--- src/rtl/otter_intr_ctrl_if.sv ---
// otter_intr_ctrl_if: IRQ lines, CSR/FSM handshake and request outputs of the interrupt controller
// slave : controller side (irq_in, irq_en, mie, int_taken, mret_exec in; intr, irq_id, irq_pending out)
// master: MCU/peripheral side, directions mirrored
interface otter_intr_ctrl_if #(
  parameter int NUM_SRC = 4
);
  localparam int IW = $clog2(NUM_SRC);
  logic [NUM_SRC-1:0] irq_in;
  logic [NUM_SRC-1:0] irq_en;
  logic               mie;
  logic               int_taken;
  logic               mret_exec;
  logic               intr;
  logic [IW-1:0]      irq_id;
  logic [NUM_SRC-1:0] irq_pending;
  modport slave (
    input  irq_in, irq_en, mie, int_taken, mret_exec,
    output intr, irq_id, irq_pending
  );
  modport master (
    output irq_in, irq_en, mie, int_taken, mret_exec,
    input  intr, irq_id, irq_pending
  );
endinterface

--- src/rtl/otter_intr_ctrl.sv ---
// otter_intr_ctrl: synchronizes IRQ lines, latches rising edges and raises one prioritized INTR to the MCU
// i_clk   : system clock, all logic on posedge
// i_rst_n : synchronous reset, active-low
// bus     : slave modport; irq_in/irq_en/mie/int_taken/mret_exec in, intr/irq_id/irq_pending out
module otter_intr_ctrl #(
  parameter int NUM_SRC     = 4,
  parameter int SYNC_STAGES = 2
) (
  input logic               i_clk,
  input logic               i_rst_n,
  otter_intr_ctrl_if.slave  bus
);
  localparam int IW = $clog2(NUM_SRC);
  typedef enum logic [1:0] {IDLE, REQ, ACTIVE} state_t;
  state_t             r_state;
  logic [NUM_SRC-1:0] r_sync [SYNC_STAGES];
  logic [NUM_SRC-1:0] r_prev;
  logic [NUM_SRC-1:0] r_pend;
  logic               r_intr;
  logic [IW-1:0]      r_id;
  logic [NUM_SRC-1:0] w_edge;
  logic [NUM_SRC-1:0] w_elig;
  logic [NUM_SRC-1:0] w_clr;
  logic [IW-1:0]      w_low;
  assign w_edge = r_sync[SYNC_STAGES-1] & ~r_prev;
  assign w_elig = r_pend & bus.irq_en;
  assign w_clr  = (r_state == REQ && bus.int_taken) ? NUM_SRC'(1) << r_id : '0;
  // descending scan so the lowest eligible index is the last one written
  always_comb begin
    w_low = '0;
    for (int i = NUM_SRC - 1; i >= 0; i--) if (w_elig[i]) w_low = IW'(i);
  end
  always_ff @(posedge i_clk) begin
    if (!i_rst_n) begin
      for (int i = 0; i < SYNC_STAGES; i++) r_sync[i] <= '0;
      r_prev  <= '0;
      r_pend  <= '0;
      r_state <= IDLE;
      r_intr  <= 1'b0;
      r_id    <= '0;
    end else begin
      r_sync[0] <= bus.irq_in;
      for (int i = 1; i < SYNC_STAGES; i++) r_sync[i] <= r_sync[i-1];
      r_prev <= r_sync[SYNC_STAGES-1];
      // OR-ing edges after the clear makes a coincident new event win
      r_pend <= (r_pend & ~w_clr) | w_edge;
      case (r_state)
        IDLE:
          if (bus.mie && |w_elig) begin
            r_state <= REQ;
            r_intr  <= 1'b1;
            r_id    <= w_low;
          end
        REQ:
          if (bus.int_taken) begin
            r_state <= ACTIVE;
            r_intr  <= 1'b0;
          end else if (!bus.mie || !w_elig[r_id]) begin
            r_state <= IDLE;
            r_intr  <= 1'b0;
          end
        ACTIVE:
          if (bus.mret_exec) r_state <= IDLE;
        default: begin
          r_state <= IDLE;
          r_intr  <= 1'b0;
        end
      endcase
    end
  end
  assign bus.intr        = r_intr;
  assign bus.irq_id      = r_id;
  assign bus.irq_pending = r_pend;
endmodule

--- src/flat_wrapper.sv ---
// flat-port wrapper written by rule: the top's interface ports become plain ports
module otter_intr_ctrl_flat 
#(
  parameter int NUM_SRC     = 4,
  parameter int SYNC_STAGES = 2
)
  (i_clk, i_rst_n, bus_irq_in, bus_irq_en, bus_mie, bus_int_taken, bus_mret_exec, bus_intr, bus_irq_id, bus_irq_pending);
  otter_intr_ctrl_if #(.NUM_SRC(NUM_SRC)) bus_i ();
  input logic i_clk;
  input logic i_rst_n;
  input wire logic [$bits(bus_i.irq_in)-1:0] bus_irq_in;
  input wire logic [$bits(bus_i.irq_en)-1:0] bus_irq_en;
  input wire logic [$bits(bus_i.mie)-1:0] bus_mie;
  input wire logic [$bits(bus_i.int_taken)-1:0] bus_int_taken;
  input wire logic [$bits(bus_i.mret_exec)-1:0] bus_mret_exec;
  output wire logic [$bits(bus_i.intr)-1:0] bus_intr;
  output wire logic [$bits(bus_i.irq_id)-1:0] bus_irq_id;
  output wire logic [$bits(bus_i.irq_pending)-1:0] bus_irq_pending;
  assign bus_i.irq_in = bus_irq_in;
  assign bus_i.irq_en = bus_irq_en;
  assign bus_i.mie = bus_mie;
  assign bus_i.int_taken = bus_int_taken;
  assign bus_i.mret_exec = bus_mret_exec;
  assign bus_intr = bus_i.intr;
  assign bus_irq_id = bus_i.irq_id;
  assign bus_irq_pending = bus_i.irq_pending;
  otter_intr_ctrl #(.NUM_SRC(NUM_SRC), .SYNC_STAGES(SYNC_STAGES)) u_core (.i_clk(i_clk), .i_rst_n(i_rst_n), .bus(bus_i));
endmodule
--- config.mk ---
export PLATFORM = sky130hd
export DESIGN_NAME = otter_intr_ctrl_flat
export DESIGN_NICKNAME = d
export VERILOG_FILES = /design/src/rtl/otter_intr_ctrl_if.sv /design/src/rtl/otter_intr_ctrl.sv /design/src/flat_wrapper.sv
export SDC_FILE = /design/constraint.sdc
export NUM_CORES = 1
export LEC_CHECK = 0
export ABC_AREA = 1
export BUFFER_PORTS_ARGS = -buffer_cell sky130_fd_sc_hd__buf_2
export CORE_AREA = 2 2 59 61
export CTS_CLUSTER_DIAMETER = 30
export DETAILED_ROUTE_END_ITERATION = 10
export DIE_AREA = 0 0 61 63
export PLACE_DENSITY = 0.45
export SLEW_MARGIN = 15
export SYNTH_ARGS = -nofsm -noshare
export SYNTH_HDL_FRONTEND = slang
export SYNTH_SLANG_ARGS = --single-unit
export TNS_END_PERCENT = 30
--- constraint.sdc ---
create_clock -name i_clk -period 0.9 [get_ports i_clk]
set_input_delay 0.045 -clock i_clk [delete_from_list [all_inputs] [get_ports i_clk]]
set_output_delay 0.045 -clock i_clk [all_outputs]
set_load 0.03 [all_outputs]
==> Word-level counts from Yosys, hierarchy flattened <==
Memory sizes are Yosys's and may differ from the RTL's.
Index checks and enable logic that the tools add are counted.
{ "word_totals": {"wordCells": 52, "mem_bits_rw": 8, "n_memories": 1, "out_inout_bits": 7, "regBits": 13} }
{ "mem_list": {"columns": ["name", "depth", "word_bits", "rd", "rd_clocked_by_memory_dff", "write_ports", "line", "source"], "rows": [
  ["u_core.r_sync", 2, 4, 2, 0, 2, "otter_intr_ctrl.sv:16", "logic [NUM_SRC-1:0] r_sync [SYNC_STAGES];"]
]} }
{ "op_classes": {"n_eq_ne": 5, "shifts": 1, "n_reduce_logical": 10, "n_mux": 20, "bitwise_logic": 9, "magnitude_cmp": 1} }
{ "ops": {"columns": ["op", "n"], "rows": [
  ["2-bit two-way mux", 8],
  ["4-bit AND", 3],
  ["4-bit two-way mux", 3],
  ["4-bit inverter", 2],
  ["1-bit two-way mux", 6],
  ["2-bit case mux with 3 select lines", 1],
  ["3-bit AND reduction", 2],
  ["4-bit OR", 1],
  ["4-bit OR reduction", 1],
  ["1-bit by 2-bit left shift with 4-bit output, first input constant", 1],
  ["2-bit by 3-bit less-than comparator with 1-bit output, second input constant", 1],
  ["3-bit inequality test, second input constant", 1],
  ["1-bit case mux with 3 select lines", 1],
  ["1-bit binary-select mux with 2-bit select", 1],
  ["2-bit by 1-bit equality test with 1-bit output, second input constant", 1],
  ["2-bit equality test, second input constant", 1],
  ["1-bit logical AND", 2],
  ["1-bit zero test", 2],
  ["2-bit zero test", 1],
  ["2-bit by 1-bit inequality test with 1-bit output, second input constant", 1],
  ["2-bit inequality test, second input constant", 1],
  ["1-bit OR", 2],
  ["2-bit AND reduction", 1],
  ["1-bit logical OR", 1],
  ["1-bit inverter", 1]
]} }

==> Depth between registers and ports, before layout <==
Gate-level depths: netlist of the first run.
{ "depth": {"word_depth": 8, "mapped_depth": 9, "ltp_nobuf": 9} }

==> Worst setup path before layout of the first run <==
OpenSTA, ideal clock, no wires.
{ "synth_path": {"path_type": "flip-flop to flip-flop", "startpoint": "register u_core.r_pend[0] (netlist: u_core.bus.irq_pending[0])", "endpoint": "register u_core.r_intr (netlist: u_core.bus.intr)", "synth_period_minus_slack_ps": 1211, "setup_slack_ps": -311, "arrival_ps": 1145, "required_time_ps": 834, "setup_time_ps": 66, "stages_incl_launch_ff": 9, "path_cell_list": "dfxtp_1 nand2_1 o21ai_0 nand2_1 nand2_1 nand2_1 nand2_1 nand2_1 a21oi_2"} }
{ "synth_via": {"elab_chain_cells": 7, "word_cells_on_any_way": 10} }
{ "synth_rtl": {"columns": ["element", "line", "source"], "rows": [
  ["start, declared", "otter_intr_ctrl.sv:18", "logic [NUM_SRC-1:0] r_pend;"],
  ["start signal, assigned", "otter_intr_ctrl.sv:46", "r_pend <= (r_pend & ~w_clr) | w_edge;"],
  ["4-bit AND (*)", "otter_intr_ctrl.sv:26", "assign w_elig = r_pend & bus.irq_en;"],
  ["1-bit binary-select mux with 2-bit select", "otter_intr_ctrl.sv:58", "end else if (!bus.mie || !w_elig[r_id]) begin"],
  ["1-bit two-way mux (not written as such)", "otter_intr_ctrl.sv:58", null],
  ["1-bit zero test", "otter_intr_ctrl.sv:58", null],
  ["1-bit logical OR", "otter_intr_ctrl.sv:58", null],
  ["3-bit inequality test (no source line)", null, null],
  ["3-bit AND reduction (no source line) (*)", null, null],
  ["end signal, assigned", "otter_intr_ctrl.sv:57", "r_intr <= 1'b0;"],
  ["end signal, assigned", "otter_intr_ctrl.sv:60", "r_intr <= 1'b0;"],
  ["end signal, assigned", "otter_intr_ctrl.sv:66", "r_intr <= 1'b0;"],
  ["end, declared", "otter_intr_ctrl.sv:19", "logic r_intr;"]
]} }
Mark *: on every way between the ends. The rest lies on a longest branch, timed or not. The select of a mux whose other input is x is not followed.
A chain may end at the register's enable or synchronous reset.

==> Worst setup path after layout of the first run <==
{ "layout_path": {"startpoint": "register u_core.r_pend[1] (netlist: u_core.bus.irq_pending[1])", "endpoint": "register u_core.r_id[1] (netlist: u_core.bus.irq_id[1])"} }
{ "layout_via": {"elab_chain_cells": 4, "word_cells_on_any_way": 6} }
{ "layout_rtl": {"columns": ["element", "line", "source"], "rows": [
  ["4-bit AND (*)", "otter_intr_ctrl.sv:26", null],
  ["4-bit OR reduction", "otter_intr_ctrl.sv:49", "if (bus.mie && |w_elig) begin"],
  ["1-bit logical AND", "otter_intr_ctrl.sv:49", null],
  ["2-bit AND reduction (no source line)", null, null],
  ["end signal, assigned", "otter_intr_ctrl.sv:52", "r_id <= w_low;"],
  ["end, declared", "otter_intr_ctrl.sv:20", "logic [IW-1:0] r_id;"]
]} }
Mark *: on every way between the ends. The rest lies on a longest branch, timed or not.

==> results of run 1 <==
area by class of cell:
cell class / count / share of cell area [%]
Timing Repair Buffer: 37 / 23.8
Sequential cell: 21 / 35.3
Tap cell: 46 / 4.56
Clock inverter: 1 / 0.496
Clock buffer: 3 / 1.78
Inverter: 17 / 5.25
Multi-Input combinational cell: 59 / 28.8
flip-flops by register name (all words and copies together), names as in the netlist:
| signal | flops |
|---|---|
| u_core.bus.intr | 1 |
| u_core.r_prev | 4 |
| u_core.bus.irq_pending | 4 |
| u_core.r_sync | 8 |
| u_core.r_state | 2 |
| u_core.bus.irq_id | 2 |
worst paths after layout:
path / endpoint / cells after the start
worst min register to register: u_core.bus.irq_pending[0]$_SDFF_PN0_ / 1
worst max register to register: u_core.bus.irq_id[1]$_SDFFE_PN0P_ / 6
worst max-delay path: u_core.bus.irq_id[1]$_SDFFE_PN0P_ / 6
worst min-delay path: u_core.r_prev[3]$_SDFF_PN0_ / 3
worst max-delay path: stages, from the launching register on:
cell      delay, ns
dfxtp_4        0.40
nand2_4        0.05
nand2_2        0.06
nand2_2        0.07
buf_4          0.13
nor3_1         0.19
a211oi_2       0.05
per-stage QoR:
| step | cells | setup WS, ns | TNS (ns) |
|---|---|---|---|
| after floorplan | 98 | -0.112 | -0.437 |
| after CTS | 182 | -0.161 | -1.29 |
| after global placement | 172 | -0.143 | -0.962 |
| after global routing | 184 | -0.233 | -2.08 |
| after detailed placement | 172 | -0.177 | -1.09 |
| final | 184 | -0.158 | -1.25 |
cell usage in the layout (no fill, tap or decap):
| cell | instances |
|---|---|
| nand2_4 | 4 |
| o31ai_2 | 1 |
| inv_2 | 1 |
| buf_6 | 10 |
| or2_1 | 2 |
| buf_4 | 9 |
| nand3_2 | 1 |
| clkbuf_4 | 3 |
| o22ai_1 | 3 |
| nand3_1 | 3 |
| a21oi_4 | 1 |
| buf_2 | 12 |
| o21ai_1 | 4 |
| nand2_2 | 7 |
| o311ai_1 | 1 |
| dfxtp_4 | 6 |
| nor2_2 | 1 |
| nand2_1 | 21 |
| nor3_1 | 1 |
| nor3b_2 | 1 |
| a21oi_2 | 2 |
| nor2_1 | 3 |
| dfxtp_2 | 2 |
| dlygate4sd3_1 | 6 |
| inv_1 | 15 |
| inv_4 | 2 |
| dfxtp_1 | 13 |
| a211oi_2 | 2 |
| a21oi_1 | 1 |
synth_stat cells (2+ instances only):
| cell | n |
|---|---|
| a211oi_1 | 2 |
| a21oi_1 | 2 |
| a21oi_2 | 2 |
| dfxtp_1 | 21 |
| inv_1 | 16 |
| nand2_1 | 28 |
| nand2_2 | 4 |
| nand3_1 | 4 |
| nor2_1 | 4 |
| o21ai_0 | 3 |
| o22ai_1 | 3 |
| or2_1 | 2 |
routing by layer:
| metal | track usage [%] | part of all wire (%) | vias up | wire length [um] |
|---|---|---|---|---|
| met5 | 0 | 0 | - | 0 |
| met4 | 2.17 | 0 | 0 | 0 |
| met3 | 3.73 | 6.4 | 0 | 106 |
| met2 | 16.3 | 49 | 19 | 818 |
| met1 | 12.8 | 45 | 324 | 744 |
| li1 | - | - | 389 | - |
cells by family (layout without fill, tap and decap cells):
logic type | Yosys count | in the layout
AO/OA/AOI/OAI | 15 | 15
flip-flops | 21 | 21
AND/OR/NAND/NOR | 44 | 44
buffers and inverters | 18 | 58
what timing repair did:
| item | in CTS | in global routing |
|---|---|---|
| buffers inserted | 0 | 2 |
| resized for setup | 29 | 10 |
| endpoints found under the setup margin | 16 | 16 |
| hold buffers | 6 | 0 |
| cloned | 0 | 0 |
| pin swaps | 7 | 10 |
| hold endpoints to repair | 7 | 0 |
power by group through the flow:
stage	clock network, mW	logic (mW)	registers [mW]
floorplan	0	0.0906	1.06
detailed placement	0	0.245	1.02
finish	0.474	0.330	1.00
CTS	0.505	0.314	0.999
global route	0.552	0.364	1.01
global placement	0	0.244	1.01
==> results_dict.tcl, run 1 <==
set metrics [dict create \
    die_x_um 61 \
    r2r_slack_ns -0.16 \
    postLayoutSetupSlackWorst_ns -0.158 \
    synth_area_per_cell_um2 7.98 \
    violations "negative setup slack" \
    pwr-share-seq_pct 55.5 \
    portBuffers 19 \
    via_per_inst 3.98 \
    rr_startpoint "u_core.bus.irq_pending[1]$_SDFF_PN0_" \
    start_util_pct 24.2 \
    drt_wl_total_um 1670 \
    drt_pass1_iterations 4 \
    place.gp.congestion 0.858 \
    cp-end-kind "register" \
    synth_ff_type "dfxtp_1" \
    synth_area_leader_cell "dfxtp_1" \
    critPathKind "reg2reg" \
    hold_class "in2reg" \
    die_y_um 63 \
    ir_drop_uv 1040 \
    vias 732 \
    root_buffer "clkbuf_4" \
    grt_antenna_before_repair 0 \
    synth.area.mux_share_pct 0 \
    ys_warn_count 0 \
    drv_cap 0 \
    fmax_mhz 945 \
    yosys.area_share.simple_pct 25.0 \
    final_cell_area_mm2 0.00126 \
    ys_ff_latch 21 \
    setup_violations 13 \
    ant_nets 0 \
    placed_area_mm2 0.00103 \
    power_leakage_nw 0.629 \
    syn_area_um2 782 \
    nFillCells 340 \
    final-hold-violation-count 0 \
    multiInputGateArea_um2 364 \
    io_pins 20 \
    core_area_mm2 0.00323 \
    power_frac_clock_pct 26.2 \
    syn2layout_area_growth_pct 61.4 \
    startpoint "u_core.bus.irq_pending[1]$_SDFF_PN0_" \
    tritoncts "built" \
    dp_hpwl_um 1220 \
    period_share_pct 118 \
    synth_fa_ha_area_share_pct 0 \
    clk_pin_slew_ns 0.12 \
    async_flop_share_pct 0 \
    grt_max_degree 14 \
    cp_max_fo 3 \
    drive_gt1_share_pct 47.1 \
    p_int_mw 1.31 \
    power_density_mw_per_mm2 1430 \
    seqCellArea_um2 445 \
    slew_headroom_pct 78.1 \
    finClkSkew_ns 0.00103 \
    grt_pass1_wl_um 2990 \
    synth_top_family_by_area "simple AND/OR/NAND/NOR gates" \
    synth.distinct_cells 19 \
    synth_compound_area_share_pct 12.5 \
    netlist_instances 98 \
    netlist_top_cells_area "dfxtp_1 54%, nand2_1 13%, inv_1 7.7%, nand2_2 3.2%, nand3_1 2.6%" \
    yosys.area.top_type_share_pct 53.8 \
    insertion_delay_ns 0.30 \
    cts_max_path_buffers 2 \
    antenna_cells 0 \
    drt_iter0_drc 32 \
    slew_viol_final 0 \
    grt_overflow 0 \
    seq_area_frac_synth_pct 53.8 \
    die_area_mm2 0.00384 \
    grt_pass1_vias 737 \
    switching_share_pct 27.7 \
    holdWs_ns 0.00142 \
    synth_edf_count 0 \
    utilization_pct 39.1 \
    grt.total_usage_pct 10.1 \
    min_period_ns 1.06 \
    crit_required_ns 1.10 \
    synth_xor_area_share_pct 0 \
    hold_start "i_rst_n" \
    arrival_ns 1.25 \
    wl_per_cell_um 9.07 \
    total_power_mw 1.81 \
    rows 21 \
    tritoncts.num_buffers 3 \
    drc 0 \
    pwr-share-comb_pct 18.2 \
    rsz0062_at_grt "yes" \
    syn_nets 111 \
    cts_sinks 21 \
    nNetsFinal 152 \
    tightest_slew_ns 0.328 \
    status "finished, violations left" \
    p_sw_mw 0.501 \
    htree_num_levels 1 \
    start_kind "register" \
]
(Power assumes the default switching activity.)
==> run 2: changes to the inputs <==
- BUFFER_PORTS_ARGS: -buffer_cell sky130_fd_sc_hd__buf_2 -> -buffer_cell sky130_fd_sc_hd__buf_4
==> run 2 against run 1 <==
  * The flow still finishes with violations (negative setup slack)
  * Final cell count increased by 1.1%
  * Core utilization up 3.0 points
  * Critical path depth up 3
  * Power increased by 1.8%
  * Clock skew rose by 0.0049 ns
  * First-iteration DRC count is 78% lower
  * Non-clock buffer count rose by 2
  * Sequential power barely moved
  * Combinational power is 12% higher
==> results_dict.tcl, run 2 (synthesized netlist as in run 1, its figures left out) <==
set metrics [dict create \
    status "finished, violations left" \
    violations "negative setup slack" \
    via_per_inst 3.98 \
    vias 741 \
    rsz0062_at_grt "yes" \
    drive_gt1_share_pct 52.9 \
    clk_pin_slew_ns 0.12 \
    critPathKind "reg2reg" \
    portBuffers 19 \
    grt_antenna_before_repair 0 \
    setup_violations 14 \
    tritoncts.num_buffers 3 \
    multiInputGateArea_um2 414 \
    holdWs_ns 0.0903 \
    start_kind "register" \
    tightest_slew_ns 0.356 \
    grt_pass1_vias 761 \
    arrival_ns 1.25 \
    grt.total_usage_pct 10.5 \
    syn2layout_area_growth_pct 73.9 \
    core_area_mm2 0.00323 \
    drv_cap 0 \
    wl_per_cell_um 9.64 \
    cts_max_path_buffers 2 \
    fmax_mhz 948 \
    cp-end-kind "register" \
    htree_num_levels 1 \
    final_cell_mix "22 x buf_4, 20 x nand2_1, 15 x inv_1" \
    power_leakage_nw 0.659 \
    hold_class "in2reg" \
    slew_headroom_pct 76.2 \
    root_buffer "clkbuf_4" \
    final_cell_area_mm2 0.00136 \
    post-place-ws_ns -0.144 \
    ant_nets 0 \
    rr_startpoint "u_core.bus.irq_id[0]$_SDFFE_PN0P_" \
    final_common_cell "buf_4" \
    rows 21 \
    nNetsFinal 154 \
    grt_pass1_wl_um 3060 \
    largest_reg_flops 8 \
    die_x_um 61 \
    final-hold-violation-count 0 \
    cts_sinks 21 \
    nFillCells 329 \
    place.gp.congestion 0.809 \
    power_density_mw_per_mm2 1350 \
    largest_register "u_core.r_sync" \
    finClkSkew_ns 0.00593 \
    placed_area_mm2 0.00109 \
    utilization_pct 42.1 \
    start_util_pct 24.2 \
    final.setup.tns_ns -1.34 \
    grt_overflow 0 \
    min_period_ns 1.05 \
    cp_max_fo 5 \
    drc 0 \
    ir_drop_uv 1240 \
    drt_wl_total_um 1790 \
    die_y_um 63 \
    dp_hpwl_um 1230 \
    period_share_pct 117 \
    postLayoutSetupSlackWorst_ns -0.155 \
    slew_viol_final 0 \
    grt_max_degree 14 \
    r2r_slack_ns -0.15 \
    crit_required_ns 1.09 \
    drt_iter0_drc 7 \
    io_pins 20 \
    insertion_delay_ns 0.30 \
    hold_start "i_rst_n" \
    startpoint "u_core.bus.irq_id[0]$_SDFFE_PN0P_" \
    drt_pass1_iterations 3 \
    antenna_cells 0 \
    die_area_mm2 0.00384 \
    tritoncts "built" \
    seqCellArea_um2 445 \
]
==> run 2: cell count changes in the layout (fill, tap and decap cells not counted), moves of 2 or more <==
cell | previous run | this run
nand3_1 | 3 | 1
buf_4 | 9 | 22
o21ai_1 | 4 | 2
nor2_1 | 3 | 0
nor2_2 | 1 | 3
buf_2 | 12 | 0
==> run 2: final cells by class <==
cell class	count	share of cell area (%)
Inverter	17	4.88
Timing Repair Buffer	39	25.6
Clock inverter	1	0.460
Sequential cell	21	32.8
Multi-Input combinational cell	59	30.5
Clock buffer	3	1.66
Tap cell	46	4.23
==> run 2: final timing paths <==
path,endpoint,cells after the start
setup / recovery,u_core.bus.intr$_SDFFE_PN0P_,9
hold / removal,u_core.r_sync[0][4]$_SDFF_PN0_,4
setup reg to reg,u_core.bus.intr$_SDFFE_PN0P_,9
hold reg to reg,u_core.bus.irq_pending[0]$_SDFF_PN0_,1
==> run 2: routing by layer <==
| metal | track usage (%) | vias to the layer above | wire, um |
|---|---|---|---|
| li1 | - | 394 | - |
| met4 | 1.90 | 0 | 12 |
| met2 | 17.2 | 18 | 919 |
| met1 | 12.4 | 327 | 759 |
| met5 | 0 | - | 0 |
| met3 | 4.76 | 2 | 101 |
==> run 2: what timing repair did <==
| item | CTS | global route |
|---|---|---|
| gates cloned | 0 | 0 |
| endpoints found under the hold margin | 8 | 5 |
| hold buffers | 5 | 2 |
| setup endpoints to repair | 15 | 16 |
| resized for setup | 25 | 17 |
| buffers inserted | 0 | 2 |
| pin swaps | 4 | 8 |
==> run 2: worst max-delay path: stages (launching register included) <==
cell     delay (ns)
dfxtp_4        0.41
inv_4          0.05
nand2_4        0.06
nor2_4         0.03
nor2_2         0.10
nand2_1        0.07
nand2_2        0.06
nand2_1        0.05
nand2_1        0.07
a21oi_2        0.05
==> run 2: through the flow <==
step                cells  total power, mW
floorplan              98             1.15
global placement      173             1.29
detailed placement    173             1.29
CTS                   182             1.83
global route          186             1.96
finish                186             1.84
==> run 2: where the power goes <==
group          internal, mW  switching [mW]
combinational         0.190           0.181
clock                 0.172           0.291
sequential            0.970          0.0366
==> run 3: changes to the inputs <==
- SKIP_LAST_GASP: not set -> 1
==> run 3 against run 2 <==
  * The run ends with negative hold slack, negative setup slack left
  * Global-route usage decreased by 0.29 points
  * Critical endpoint unchanged
  * Combinational power decreased by 11%
  * Register-to-register slack improved by 0.02 ns
  * Flip-flop and latch count unchanged
  * Final area decreased by 6.9%
  * Die area unchanged
  * Worst hold slack got worse by 0.12 ns
==> results_dict.tcl, run 3 (synthesized netlist as in run 1, its figures left out) <==
set metrics [dict create \
    cts_max_path_buffers 2 \
    critPathKind "reg2reg" \
    pwr-share-comb_pct 18.4 \
    dp_cells 173 \
    grt_pass1_vias 754 \
    io_pins 20 \
    vias 723 \
    power_leakage_nw 0.622 \
    antenna_cells 0 \
    insertion_delay_ns 0.31 \
    via_per_inst 3.95 \
    tightest_slew_ns 0.328 \
    wl_per_cell_um 9.16 \
    htree_num_levels 1 \
    fin_cells 183 \
    finClkSkew_ns 0.00773 \
    cp_max_fo 5 \
    nFillCells 336 \
    post-place-ws_ns -0.144 \
    dp_hpwl_um 1230 \
    start_kind "register" \
    largest_reg_flops 8 \
    drt_pass1_iterations 4 \
    slew_headroom_pct 78.1 \
    grt.total_usage_pct 10.2 \
    core_area_mm2 0.00323 \
    drc 0 \
    die_y_um 63 \
    setup_violations 13 \
    cts_sinks 21 \
    grt_pass1_wl_um 2970 \
    power_frac_clock_pct 25.8 \
    grt_max_degree 14 \
    tritoncts.num_buffers 3 \
    tritoncts "built" \
    placed_area_mm2 0.00109 \
    final_common_cell "buf_4" \
    power_density_mw_per_mm2 1420 \
    rsz0062_at_grt "yes" \
    status "finished, violations left" \
    min_period_ns 1.04 \
    nNetsFinal 151 \
    fmax_mhz 964 \
    total_power_mw 1.79 \
    drive_gt1_share_pct 49.6 \
    final-hold-violation-count 4 \
    pwr-share-seq_pct 55.8 \
    portBuffers 19 \
    rows 21 \
    seqCellArea_um2 445 \
    final_cell_area_mm2 0.00127 \
    ant_nets 0 \
    holdWs_ns -0.0268 \
    die_area_mm2 0.00384 \
    ir_drop_uv 1240 \
    die_x_um 61 \
    p_sw_mw 0.490 \
    period_share_pct 115 \
    clk_pin_slew_ns 0.12 \
    final_cell_mix "31 x buf_4, 20 x nand2_1, 15 x inv_1" \
    place.gp.congestion 0.809 \
    grt_overflow 0 \
    drt_iter0_drc 5 \
    drv_cap 0 \
    slew_viol_final 0 \
    hold_class "in2reg" \
    grt_antenna_before_repair 0 \
    crit_required_ns 1.09 \
    root_buffer "clkbuf_4" \
    multiInputGateArea_um2 388 \
    switching_share_pct 27.3 \
    holdBufCountCts 5 \
    postLayoutSetupSlackWorst_ns -0.137 \
    drt_wl_total_um 1680 \
    largest_register "u_core.r_sync" \
    violations "negative hold slack, negative setup slack" \
    arrival_ns 1.23 \
    p_int_mw 1.30 \
    start_util_pct 24.2 \
    cp-end-kind "register" \
    syn2layout_area_growth_pct 61.9 \
]
## run 3: cell count changes in the layout (fill, tap and decap cells not counted), moves of 2 or more
| cell | before | now |
|---|---|---|
| nand2_2 | 7 | 9 |
| nand2_4 | 5 | 3 |
| nand3_1 | 1 | 3 |
| nand3_2 | 2 | 0 |
| buf_4 | 22 | 31 |
| nor2_1 | 0 | 2 |
| dlygate4sd3_1 | 7 | 5 |
| buf_6 | 10 | 0 |
## run 3: final timing paths
| check | start | depth (start not counted) | end | slack [ns] |
|---|---|---|---|---|
| setup / recovery | u_core.bus.irq_id[0]$_SDFFE_PN0P_ | 9 | u_core.bus.intr$_SDFFE_PN0P_ | -0.14 |
| hold / removal | i_rst_n | 3 | u_core.r_sync[0][7]$_SDFF_PN0_ | -0.03 |
| setup reg to reg | u_core.bus.irq_id[0]$_SDFFE_PN0P_ | 9 | u_core.bus.intr$_SDFFE_PN0P_ | -0.14 |
| hold reg to reg | u_core.r_prev[0]$_SDFF_PN0_ | 1 | u_core.bus.irq_pending[0]$_SDFF_PN0_ | 0.41 |
## run 3: layer usage
| metal | global-route usage (%) | share of wire (%) |
|---|---|---|
| met1 | 11.6 | 44 |
| met4 | 2.17 | 0 |
| met5 | 0 | 0 |
| met3 | 4.76 | 6.1 |
| met2 | 16.9 | 50 |
## run 3: worst max-delay path, stage by stage, from the launching register on
cell and delay (ns):
dfxtp_4 0.39, inv_2 0.04, nand2_2 0.06, nor2_2 0.04, nor2_1 0.10, nand2_1 0.07
nand2_2 0.07, nand2_1 0.05, nand2_1 0.06, a21oi_2 0.05
## run 3: power groups by stage
stage / sequential [mW] / clock, mW / combinational (mW)
after global routing: 1.01 / 0.537 / 0.365
final: 1.00 / 0.463 / 0.330
after CTS: 0.997 / 0.494 / 0.312
after floorplan: 1.06 / 0 / 0.0906
after global placement: 1.01 / 0 / 0.272
after detailed placement: 1.02 / 0 / 0.274
## run 3: cell type report
cell class / instances / area share (%)
sequential: 21 / 35.2
clock inverter: 1 / 0.494
multi-input combinational: 59 / 30.6
clock buffer: 3 / 1.78
timing repair buffer: 36 / 22.3
tap: 46 / 4.55
inverter: 17 / 5.04
## run 3: repair_timing
action | 4_1_cts | 5_1_grt
setup endpoints to repair | 15 | 16
gates resized for setup | 12 | 11
setup buffers | 0 | 1
pin swaps | 2 | 7
hold endpoints to repair | 8 | 5
## run 3: metrics by stage
stage / TNS, ns / util [%]
global placement: -0.878 / 33.6
detailed placement: -0.983 / 33.6
global route: -2.30 / 39.2
floorplan: -0.437 / -
finish: -1.33 / 39.2
CTS: -1.40 / 37.5
